**src/rtl/compat_integral_trigger.sv**
```systemverilog
// N-of-3 threshold coincidence on the 40 MHz compatibility integrals, producing a
// single-cycle trigger followed by a sample-counted dead time and a re-arm gate.
module compat_integral_trigger #(
    parameter int unsigned INTEGRAL_BITS = 19,
    parameter int unsigned DEAD_SAMPLES  = 8,
    parameter int unsigned COUNT_BITS    = 16
) (
    input  logic                     clk_i,
    input  logic                     reset_i,
    input  logic [1:0]               enable40_i,
    input  logic [INTEGRAL_BITS-1:0] integral0_i,
    input  logic [INTEGRAL_BITS-1:0] integral1_i,
    input  logic [INTEGRAL_BITS-1:0] integral2_i,
    input  logic [INTEGRAL_BITS-1:0] thres0_i,
    input  logic [INTEGRAL_BITS-1:0] thres1_i,
    input  logic [INTEGRAL_BITS-1:0] thres2_i,
    input  logic [2:0]               pmt_mask_i,
    input  logic [1:0]               multiplicity_i,
    output logic                     trig_o,
    output logic [COUNT_BITS-1:0]    trig_count_o,
    output logic                     armed_o
);

    localparam int unsigned DEAD_BITS = 8;

    typedef enum logic [1:0] {
        ST_IDLE,
        ST_FIRE,
        ST_DEAD,
        ST_REARM
    } state_t;

    state_t                state_q, state_d;
    logic [DEAD_BITS-1:0]  dead_cnt_q, dead_cnt_d;
    logic [COUNT_BITS-1:0] trig_count_q, trig_count_d;
    logic                  trig_q;
    logic                  armed_q;

    logic                  sample_c;
    logic [2:0]            hit_c;
    logic [1:0]            n_hits_c;
    logic                  coinc_c;

    // Integrals are stable one cycle after the phase-0 update.
    assign sample_c = (enable40_i == 2'd1);

    assign hit_c[0] = pmt_mask_i[0] & (integral0_i > thres0_i);
    assign hit_c[1] = pmt_mask_i[1] & (integral1_i > thres1_i);
    assign hit_c[2] = pmt_mask_i[2] & (integral2_i > thres2_i);

    assign n_hits_c = 2'(hit_c[0]) + 2'(hit_c[1]) + 2'(hit_c[2]);
    assign coinc_c  = (multiplicity_i != 2'd0) && (n_hits_c >= multiplicity_i);

    // Next-state logic; only FIRE advances on a non-sample cycle.
    always_comb begin
        state_d      = state_q;
        dead_cnt_d   = dead_cnt_q;
        trig_count_d = trig_count_q;

        case (state_q)
            ST_IDLE: begin
                if (sample_c && coinc_c) begin
                    state_d = ST_FIRE;
                end
            end
            ST_FIRE: begin
                dead_cnt_d = DEAD_BITS'(DEAD_SAMPLES);
                state_d    = ST_DEAD;
            end
            ST_DEAD: begin
                if (sample_c) begin
                    dead_cnt_d = dead_cnt_q - DEAD_BITS'(1);
                    if (dead_cnt_q == DEAD_BITS'(1)) begin
                        state_d = ST_REARM;
                    end
                end
            end
            ST_REARM: begin
                if (sample_c && !coinc_c) begin
                    state_d = ST_IDLE;
                end
            end
            default: begin
                state_d = ST_IDLE;
            end
        endcase

        // Count moves together with the trigger pulse and sticks at all-ones.
        if ((state_d == ST_FIRE) && (trig_count_q != {COUNT_BITS{1'b1}})) begin
            trig_count_d = trig_count_q + COUNT_BITS'(1);
        end
    end

    always_ff @(posedge clk_i) begin
        if (reset_i) begin
            state_q      <= ST_IDLE;
            dead_cnt_q   <= '0;
            trig_count_q <= '0;
            trig_q       <= 1'b0;
            armed_q      <= 1'b1;
        end else begin
            state_q      <= state_d;
            dead_cnt_q   <= dead_cnt_d;
            trig_count_q <= trig_count_d;
            trig_q       <= (state_d == ST_FIRE);
            armed_q      <= (state_d == ST_IDLE);
        end
    end

    assign trig_o       = trig_q;
    assign trig_count_o = trig_count_q;
    assign armed_o      = armed_q;

endmodule

```
**config.mk**
```make
export PLATFORM = sky130hd
export DESIGN_NAME = compat_integral_trigger
export DESIGN_NICKNAME = d
export VERILOG_FILES = /design/src/rtl/compat_integral_trigger.sv
export SDC_FILE = /design/constraint.sdc
export NUM_CORES = 1
export LEC_CHECK = 0
export ABC_AREA = 0
export CAP_MARGIN = 0
export CORE_ASPECT_RATIO = 1.1
export CORE_MARGIN = 5
export CORE_UTILIZATION = 43
export DETAILED_ROUTE_END_ITERATION = 8
export DONT_BUFFER_PORTS = 1
export PLACE_DENSITY = 0.67
export SLEW_MARGIN = 30
export SYNTH_ARGS = -nofsm -noshare
export SYNTH_HDL_FRONTEND = slang
export SYNTH_SLANG_ARGS = --single-unit
```
**constraint.sdc**
```tcl
create_clock -name clk_i -period 4.49 [get_ports clk_i]
set_input_delay 0.898 -clock clk_i [delete_from_list [all_inputs] [get_ports clk_i]]
set_output_delay 0.898 -clock clk_i [all_outputs]
set_load 0.01 [all_outputs]
```
==> summary.txt <==
Cells and area
  • Fill cells: 683
  • N_diodes: 0
  • Share of cells above drive strength 1: 5.93%
  • Nets: 575
  • Area growth syn-to-layout: 6.68%
  • Fin cells: 470
  • Multi-input logic area: 2140 um2
  • Reg area: 561 um2

Logic synthesis
  • Post-synthesis cell type count: 51
  • Synthesized area: 2960 um2
  • Synthesized flop and latch total: 28
  • Synth Area per Inst: 7.69 um2
  • Async SR Flop Fraction: 0%
  • Warnings from Yosys: 0
  • Post-synthesis cell count: 385
  • Synth Flop Type: dfxtp_1
  • Top cell type's share of synthesized area: 26.2%
  • Number of enable flip-flop cells after synthesis: 0
  • Post-synth net total: 571
  • Synth top area cells: ha_1 26%, dfxtp_1 19%, inv_1 7.9%
  • Register area share after synthesis: 18.9%
  • Post-synth top area cell: ha_1

Routing
  • Post-route ant nets: 0
  • Avg WL per Cell: 15.3 um
  • # DRC: 0
  • DRT iter0 DRCs: 42
  • Pre-antenna DRT Iters: 4
  • Final Routed Wirelength: 7.19 mm
  • Vias per cell: 5.63
  • Via Count: 2646

Power
  • Leakage: 0.00150 uW
  • Clock Power Share: 32.5%
  • Comb power frac: 25.5%
  • Internal power: 448 uW
  • Switching pwr: 169 uW
  • Switching Share: 27.4%
  • VDD IR max: 212 uV
  • Power per cell area: 195 nW/um2
  • Share of power burned in registers: 42.0%

STA
  • Max Fclk: 236 MHz
  • Setup Skew: 0.00348 ns
  • Final setup margin: 0.250 ns
  • Period utilisation layout: 94.4%
  • Slew headroom: 61.1%
  • Final setup fails: 0
  • Minimum clock period: 4.24 ns
  • Slew Viols, Final: 0
  • Worst-margin pin slew: 0.583 ns
  • Hold Vio Cnt, Final: 0

Worst setup path
  • Worst reg2reg setup slack: 2.24 ns
  • Crit Path Class: input port to flop
  • CP max FO: 6
  • CP endpoint kind: flop
  • Max incr delay on CP: 0.57 ns
  • CP required: 4.67 ns
  • Slowest-stage cell, CP: a2111oi_1
  • Top delay family on crit path: compound AO/OA/AOI/OAI gates
  • Buf/Inv on CP: 3
  • CP arrival: 4.42 ns
  • Critical path depth: 16
  • Worst Setup SP: thres0_i[2]
  • Reg2reg start: state_q[0]
  • Worst-path cell chain: inv_1 -> ha_1 -> a21oi_1 -> a21oi_1 -> a2111oi_1 -> o211ai_1 -> o21a_1 -> fa_1 -> inv_1 -> ha_1 -> or3b_2 -> nand3_1 -> buf_4 -> a2111oi_1 -> nor3b_1 -> a21o_1
  • Critical Path End: trig_count_o[13]
  • Worst r2r dst: trig_count_o[13]
  • R2R depth: 6
  • Crit path launch type: input port

Clock network
  • Number of buffers created by CTS: 3
  • H-tree Lvls: 1
  • Clk root buf: clkbuf_8
  • Clk buf depth: 2
  • Clk slew on worst S/H paths: 0.10 ns
  • CTS tree: yes
  • Clk sinks: 28
  • Worst skew pair latency: 0.28 ns

Floorplanning
  • Die height: 97.0 um
  • DIE WIDTH: 89.1 um
  • Num rows: 31
  • Boundary pin count: 141
  • Starting density of the core: 44.6%
  • Core ar.: 6630 um2
  • DIE AREA: 8650 um2

GRT
  • Initial antenna violation count: 0
  • Number of global-route vias before repair: 2662
  • Grt ovf: 0
  • GR Util All Layers: 15.6%
  • Largest net degree at the start of global routing: 32
  • First-pass GRT wire length: 11.3 mm

Flow run
  • Max cap viols: 0

Placement
  • DP Wirelength: 6.27 mm
  • I/O Buffers: 0
  • Post-Place Cells: 466
  • GP Congestion: 0.771
  • Dpl ws: -0.0858 ns

Status
  • Status: completed

Hold path
  • HP Class: flop to flop
what timing repair did:
item                                   in CTS  in global routing
resized for setup                           0                  2
endpoints found under the hold margin       0                  0
setup endpoints to repair                   0                  2
buffers inserted                            0                  0
hold buffers                                0                  0
metal layers:
layer | track usage [%] | vias up | share of wire (%)
li1 | - | 1374 | -
met2 | 29.0 | 86 | 51
met5 | 0 | - | 0
met1 | 17.4 | 1177 | 40
met3 | 3.23 | 9 | 8.6
met4 | 3.89 | 0 | 1.2
stage by stage:
step                      hold WS (ns)  utilization (%)  total power, uW  TNS (ns)  instance area, um2
after detailed placement         0.529             46.5              423    -0.150                3080
after global placement           0.514             46.5              416         0                3080
after CTS                        0.556             47.6              625         0                3160
final                            0.546             47.6              617         0                3160
after floorplan                  0.488                -              387         0                2960
after global routing             0.579             47.6              665   -0.0881                3160
state kept, by name, summed over array words and instances (netlist names):
name          cells
armed_o           1
dead_cnt_q        8
state_q           2
trig_count_o     16
trig_o            1
cells by family after synthesis:
kind of cell / Yosys count / synth area share [%]
xor+xnor: 12 / 3.55
compound gates: 85 / 18.8
buf+inv: 70 / 8.92
fa+ha+maj: 63 / 26.9
flops: 28 / 18.9
mux: 2 / 0.718
simple gates: 125 / 22.2
cells in the final DEF (no fill, tap or decap), types with 3 or more instances in the layout:
cell and instances:
nand3_1 14, clkbuf_8 3, nand2_1 28, nor2_1 32
buf_4 7, o21ai_0 14, a21oi_1 25, a211oi_1 5
a31oi_1 3, dfxtp_1 28, a21o_1 10, nand2b_1 4
nand3b_1 3, nand4_1 10, or3b_2 3, inv_1 62
o21bai_1 3, a2111oi_0 5, nor4_1 9, nor3_1 7
ha_1 62, xnor2_1 10
how the worst min path moves through the flow:
stage               depth (start not counted)  slack, ns           from            end
floorplan                                   2       0.49  dead_cnt_q[1]  dead_cnt_q[1]
global placement                            2       0.51  dead_cnt_q[1]  dead_cnt_q[1]
detailed placement                          2       0.53  dead_cnt_q[1]  dead_cnt_q[1]
CTS                                         2       0.56  dead_cnt_q[1]  dead_cnt_q[1]
global route                                2       0.58  dead_cnt_q[7]  dead_cnt_q[7]
finish                                      2       0.55  dead_cnt_q[1]  dead_cnt_q[1]
tightest hold or removal path, cell delays in order (launching register included):
cell and delay, ns:
dfxtp_1 0.37, a22oi_1 0.08, nor2_1 0.08
synth_stat cells, types with 2 or more instances:
library cell / number
dfxtp_1: 28
nor4_1: 9
or3b_2: 3
nand2b_1: 4
nand2_1: 28
a32oi_1: 2
nand3b_1: 3
o21ai_0: 14
nand3_1: 14
o21a_1: 2
a22oi_1: 2
ha_1: 62
xnor2_1: 10
a2111oi_0: 7
o21bai_1: 3
o31ai_1: 2
xor2_1: 2
nor2_1: 32
o211ai_1: 2
nor3_1: 7
a211oi_1: 5
clkbuf_1: 7
inv_1: 62
nor3b_1: 2
or3_1: 2
a31oi_1: 3
nand4_1: 10
a21o_1: 10
a21oi_1: 25
a211o_1: 2
power groups by stage:
stage / Sequential [uW] / Combinational (uW) / Clock, uW
floorplan: 262 / 126 / 0
global placement: 264 / 151 / 0
detailed placement: 265 / 159 / 0
CTS: 259 / 159 / 207
global route: 260 / 187 / 218
finish: 259 / 157 / 201
area by class of cell:
class / instances / share of cell area [%]
well taps: 82 / 3.25
multi-input cells: 287 / 67.7
flip-flops and latches: 28 / 17.7
clock inverters: 1 / 0.951
clock buffers: 3 / 1.31
inverters: 62 / 7.37
repair buffers: 7 / 1.66
Power figures use the tool's default switching activity.
